## src/rtl/fifo_byte_packer.sv

```systemverilog
// fifo_byte_packer: drains DATA_WIDTH entries from an async-FIFO read port and
// packs PACK_RATIO of them into one wide word on a valid/ready output.
// Lane 0 (LSBs) holds the oldest entry. Partial words leave on a flush pulse.
// Optional feature: define PACK_TIMEOUT_EN to auto-flush a partial word after
// TIMEOUT_CYCLES idle cycles.
module fifo_byte_packer #(
   parameter int DATA_WIDTH     = 8,
   parameter int PACK_RATIO     = 4,
   parameter int TIMEOUT_CYCLES = 16
) (
   input  logic                           rd_clk,
   input  logic                           reset,
   input  logic                           fifo_empty,
   output logic                           fifo_rd_en,
   input  logic [DATA_WIDTH-1:0]          fifo_rd_data,
   input  logic                           flush,
   output logic [DATA_WIDTH*PACK_RATIO-1:0] out_data,
   output logic [PACK_RATIO-1:0]          out_keep,
   output logic                           out_valid,
   input  logic                           out_ready
);

   localparam int CW = $clog2(PACK_RATIO + 1);
   localparam int WW = DATA_WIDTH * PACK_RATIO;

   typedef enum logic [0:0] {
      S_FILL  = 1'b0,
      S_FLUSH = 1'b1
   } state_t;

   state_t          r_state;
   logic [CW-1:0]   r_lane_cnt;
   logic            r_inflight;
   logic            r_rd_req;
   logic [WW-1:0]   r_acc;
   logic [WW-1:0]   r_out_data;
   logic [PACK_RATIO-1:0] r_out_keep;
   logic            r_out_valid;

   logic [WW-1:0]   w_acc_m;
   logic [CW-1:0]   w_cnt_m;
   logic [PACK_RATIO-1:0] w_keep;
   logic            w_out_free;
   logic            w_flush_trig;
   logic            w_emit;
   logic [CW-1:0]   w_cnt_after;
   logic [CW:0]     w_pending;
   state_t          w_state_nxt;
   logic            w_rd_req_nxt;
   logic            w_timeout;

   // The read request is registered; gating it with the live empty flag keeps
   // back-to-back reads at full rate without ever popping an empty FIFO.
   assign fifo_rd_en = r_rd_req & ~fifo_empty;

   assign out_data  = r_out_data;
   assign out_keep  = r_out_keep;
   assign out_valid = r_out_valid;

   // Merge the entry arriving this cycle into the accumulator and lane count.
   always_comb begin
      w_acc_m = r_acc;
      w_keep  = '0;
      for (int i = 0; i < PACK_RATIO; i++) begin
         if (r_inflight && (r_lane_cnt == CW'(i))) begin
            w_acc_m[i*DATA_WIDTH +: DATA_WIDTH] = fifo_rd_data;
         end else begin
            w_acc_m[i*DATA_WIDTH +: DATA_WIDTH] = r_acc[i*DATA_WIDTH +: DATA_WIDTH];
         end
      end
      w_cnt_m = r_lane_cnt + {{(CW-1){1'b0}}, r_inflight};
      for (int i = 0; i < PACK_RATIO; i++) begin
         w_keep[i] = (CW'(i) < w_cnt_m);
      end
   end

   // Emit decision, next state and next read request.
   always_comb begin
      w_out_free   = ~r_out_valid | out_ready;
      w_flush_trig = (r_state == S_FILL) && (flush || w_timeout);
      w_emit       = w_out_free &&
                     ((w_cnt_m == CW'(PACK_RATIO)) ||
                      ((r_state == S_FLUSH) && (w_cnt_m != '0)));
      if (w_emit) begin
         w_cnt_after = '0;
      end else begin
         w_cnt_after = w_cnt_m;
      end
      case (r_state)
         S_FILL: begin
            if (w_flush_trig) begin
               w_state_nxt = S_FLUSH;
            end else begin
               w_state_nxt = S_FILL;
            end
         end
         S_FLUSH: begin
            // No reads are issued here, so after this cycle nothing is in flight.
            if ((w_cnt_m == '0) || w_emit) begin
               w_state_nxt = S_FILL;
            end else begin
               w_state_nxt = S_FLUSH;
            end
         end
         default: w_state_nxt = S_FILL;
      endcase
      // Lanes held plus the read being issued now must leave room for one more.
      w_pending    = {1'b0, w_cnt_after} + {{CW{1'b0}}, fifo_rd_en};
      w_rd_req_nxt = (w_state_nxt == S_FILL) && (w_pending < (CW+1)'(PACK_RATIO));
   end

`ifdef PACK_TIMEOUT_EN
   localparam int TW = $clog2(TIMEOUT_CYCLES + 1);
   logic [TW-1:0] r_idle_cnt;
   logic          w_idle;

   assign w_idle    = (r_lane_cnt != '0) && (r_state == S_FILL) && !r_inflight;
   assign w_timeout = w_idle && (r_idle_cnt == TW'(TIMEOUT_CYCLES - 1));

   // Idle counter: runs while a partial word waits with no new entries.
   always_ff @(posedge rd_clk) begin
      if (reset) begin
         r_idle_cnt <= '0;
      end else if (r_inflight || w_emit || w_timeout) begin
         r_idle_cnt <= '0;
      end else if (w_idle) begin
         r_idle_cnt <= r_idle_cnt + TW'(1);
      end else begin
         r_idle_cnt <= r_idle_cnt;
      end
   end
`else
   // No idle counter in this build; the parameter only shapes the interface.
   assign w_timeout = 1'b0 & (TIMEOUT_CYCLES == 0);
`endif

   // Packer state, accumulator and registered output word.
   always_ff @(posedge rd_clk) begin
      if (reset) begin
         r_state     <= S_FILL;
         r_lane_cnt  <= '0;
         r_inflight  <= 1'b0;
         r_rd_req    <= 1'b0;
         r_acc       <= '0;
         r_out_data  <= '0;
         r_out_keep  <= '0;
         r_out_valid <= 1'b0;
      end else begin
         r_state    <= w_state_nxt;
         r_lane_cnt <= w_cnt_after;
         r_inflight <= fifo_rd_en;
         r_rd_req   <= w_rd_req_nxt;
         if (w_emit) begin
            r_acc       <= '0;
            r_out_data  <= w_acc_m;
            r_out_keep  <= w_keep;
            r_out_valid <= 1'b1;
         end else begin
            r_acc <= w_acc_m;
            if (out_ready) begin
               r_out_valid <= 1'b0;
            end else begin
               r_out_valid <= r_out_valid;
            end
         end
      end
   end

endmodule

```

## config.mk

```make
export PLATFORM = sky130hd
export DESIGN_NAME = fifo_byte_packer
export DESIGN_NICKNAME = d
export VERILOG_FILES = /design/src/rtl/fifo_byte_packer.sv
export SDC_FILE = /design/constraint.sdc
export NUM_CORES = 1
export LEC_CHECK = 0
export ABC_AREA = 0
export BUFFER_PORTS_ARGS = -buffer_cell sky130_fd_sc_hd__buf_4
export CAP_MARGIN = 10
export CORE_MARGIN = 10
export CORE_UTILIZATION = 44
export DETAILED_ROUTE_END_ITERATION = 12
export PLACE_DENSITY = 0.79
export SYNTH_ARGS = -nofsm -noshare
export SYNTH_HDL_FRONTEND = slang
export SYNTH_SLANG_ARGS = --single-unit
```

## constraint.sdc

```tcl
create_clock -name rd_clk -period 2 [get_ports rd_clk]
set_input_delay 0.2 -clock rd_clk [delete_from_list [all_inputs] [get_ports rd_clk]]
set_output_delay 0.2 -clock rd_clk [all_outputs]
set_load 0.1 [all_outputs]
```

==> results.md <==
- Filler cells: about 530
- Setup crit start kind: flip-flop
- Syn avg cell area: ~11 sq um
- Total wire length: between 6000 and 7000 um
- Hold path cells: 3
- Vias in the first global route: 2072
- Post-DR vias/cell: approximately 5.2
- RR Endpoint: r_acc[6]$_SDFF_PP0_
- Setup Viol. Count Final: 0
- Critical path type: flip-flop to flip-flop
- Status: complete, no violations
- Width of the chip: between 100 and 150 um
- Initial Utilization: 45.6%
- F_max: 515 MHz
- Port Buf Inserts: 50
- Post-synthesis instance area: 2930 sq um
- H-tree lvl count: 3
- CTS buffer count: 9
- Power Density: 1020 nW/um^2
- Clk Latency, worst-skew pair: between 0.3 and 0.4 ns
- Commonest register cell after synthesis: dfxtp_1
- CP Max Fanout: 16
- Adder-cell share of the synthesized area: 0.854%
- Num rows: 29
- Reg2Reg Setup Slack: ~0.057 ns
- Antenna viol nets, final: 0
- CP endpoint kind: flip-flop
- Arrival @ worst endpoint: ~2.2 ns
- Final period util: a little over nine tenths
- Reg2Reg Depth: 8
- Global-route wire length before repair: between 10000 and 15000 um
- Top cells by count, synth: dfxtp_1 (75), nor2_1 (68), mux2i_1 (32)
- Max VDD drop: 0.749 mV
- Hold EP: r_inflight$_SDFF_PP0_
- CTS tree: yes
- Grt ovf: 0
- Die ar.: slightly above 10000 sq um
- Placeable Area: roughly 6400 sq um
- Slew HR: about three fifths
- Cell variety after synth: 34
- Post-route minimum period: roughly 1.9 ns
- Leakage power: around 1.5 nW
- Mapped Nets: between 200 and 300
- Initial antenna violation count: 0
- Share of the core filled with cells: about 58%
- Reg clk slew, reported paths: ~0.08 ns
- Async set-or-reset flop fraction in the synthesized netlist: 0%
- Synth Area in Simple Gates: about 14%
- Slew @ Worst Pin: about 0.58 ns
- Synth area leaders: dfxtp_1 (51%), a211oi_2 (13%), mux2i_1 (11%)
- Clock Path Buffers: 2
- Final Hold Fails: 0
- Placed Area: approximately 3300 sq um
- Hold Crit Class: input pin to flip-flop
- Hpwl dp: 4410 um
- Share of cells above drive strength 1: between 30% and 40%
- Required time worst endpoint: ~2.2 ns
- DR WL/cell: 16.7 um
- Post-synth EDFFs: 0
- Post-Synthesis Cells: 268
- Mux cell area share after synthesis: approximately 11%
- Part of the Yosys area used for sequential elements: between 50 and 60%
- Synth Register Bits: 75
- Post-route cell area: approximately 3700 sq um
- Largest net degree at the start of global routing: 33
- IO Count: around 50
- Die height: ~100 um
- Worst r2r src: r_lane_cnt[0]$_SDFF_PP0_
- DR vias: ~2100
- Max-Cap Viols: 0
- Leading area contributor after synthesis: dfxtp_1
- Area share of the largest cell type after synthesis: roughly 51%
- GRT Util Overall: 13.0%
- Antenna diodes: 0
- Clock root cell: clkbuf_8
- Hold_sp: fifo_empty
- Clock sink count: 75
- Count leader, synth: dfxtp_1
- Area grow syn2layout: 28.0%
- Combinational family with the most area after synthesis: compound AO/OA/AOI/OAI gates
- Worst Skew: between 0.009 and 0.01 ns
- Synth Area in Compound Gates: 16.8%
- YS warnings: 0
- Pre-Repair DR Iteration Count: 4
- Global placement routability congestion: 0.808
- Slew Viols, Final: 0
- Starting DRT DRC Count: between 80 and 90
- XOR/XNOR Fraction of Synth Area: less than 1%
- Nets: about 340
- DRC viols: 0
## registers in the layout (all words and copies together) (netlist names)
register and count:
r_lane_cnt 3, r_acc 32, r_rd_req 1, r_inflight 1
out_data 32, out_valid 1, r_state 1, out_keep 4
## where the power goes
part | internal [mW] | switching, mW
clock | 0.826 | 0.578
combinational | 0.218 | 0.599
sequential | 1.56 | 0.0341
## critical path: stages, from the launching register on
cell,delay (ns)
dfxtp_1,0.32
ha_1,0.22
ha_4,0.23
o21ba_2,0.25
a211oi_4,0.21
buf_6,0.18
or2_4,0.17
clkbuf_16,0.17
nor2_1,0.06
## repair_timing
item | 4_1_cts | 5_1_grt
hold endpoints to repair | 0 | 0
pin swaps | 0 | 2
setup buffers | 0 | 5
gates cloned | 0 | 3
endpoints found under the setup margin | 14 | 65
gates resized for setup | 2 | 8
hold buffers | 0 | 0
## worst max path at each step
| stage | cells after the start | end | slack (ns) | start |
|---|---|---|---|---|
| 4_1_cts | 7 | out_data[7]$_SDFFE_PP0P_ | 0.01 | r_lane_cnt[0]$_SDFF_PP0_ |
| 2_1_floorplan | 8 | r_acc[0]$_SDFF_PP0_ | 0.1 | r_lane_cnt[0]$_SDFF_PP0_ |
| 5_1_grt | 8 | out_data[19]$_SDFFE_PP0P_ | -0.002 | r_lane_cnt[0]$_SDFF_PP0_ |
| 3_5_place_dp | 7 | out_data[6]$_SDFFE_PP0P_ | -0.01 | r_lane_cnt[0]$_SDFF_PP0_ |
| 6_report | 8 | r_acc[6]$_SDFF_PP0_ | 0.06 | r_lane_cnt[0]$_SDFF_PP0_ |
| 3_3_place_gp | 7 | out_data[10]$_SDFFE_PP0P_ | 0.04 | r_lane_cnt[0]$_SDFF_PP0_ |
## per-stage QoR
stage               instances  worst slack, ns  hold slack [ns]  total power, mW   TNS, ns
finish                    409           0.0573            0.129             3.81         0
global route              409         -0.00171            0.127             3.94  -0.00171
CTS                       401           0.0110            0.117             3.78         0
detailed placement        385          -0.0102            0.464             2.39   -0.0263
global placement          385           0.0358            0.452             2.38         0
floorplan                 268           0.0965            0.367             2.24         0
## cells in the final DEF (no fill, tap or decap), types with 2 or more instances in the layout
cell       Yosys  routed
o21ai_0        3       3
clkinv_2       0       2
and4bb_2       2       2
nand2_1        6       6
mux2i_1       32      32
dfxtp_1       75      74
nor2_1        68      67
clkbuf_8       0       9
nor2_2         2       3
buf_4          1      60
a211oi_1       2       2
a211oi_2      31      31
bufinv_16      0       3
and2_1         2       2
buf_12         0       4
nor2b_1        4       3
clkbuf_16      0       3
a21oi_1        4       4
## layout make-up
class / instances / area (sq um) / share of cell area [%]
clock buffer: 9 / 124 / 3.30
clock inverter: 7 / 116 / 3.10
inverter: 1 / 3.75 / 0.100
multi-input combinational: 172 / 1290 / 34.4
sequential: 75 / 1500 / 40.1
tap: 77 / 96.3 / 2.57
timing repair buffer: 68 / 617 / 16.5
## kinds of logic after synthesis
family / count (synthesis)
xor+xnor: 2
mux: 32
fa+ha+maj: 2
simple gates: 91
compound gates: 45
flops: 75
buf+inv: 21
## routing by layer
layer	wire (um)	track usage [%]	part of all wire, %	vias up
li1	-	-	-	1048
met1	3090	15.6	45	1017
met2	3220	20.0	47	55
met3	398	4.56	5.8	10
met4	133	7.04	1.9	0
met5	0	0	0	-
(Power assumes the default switching activity.)
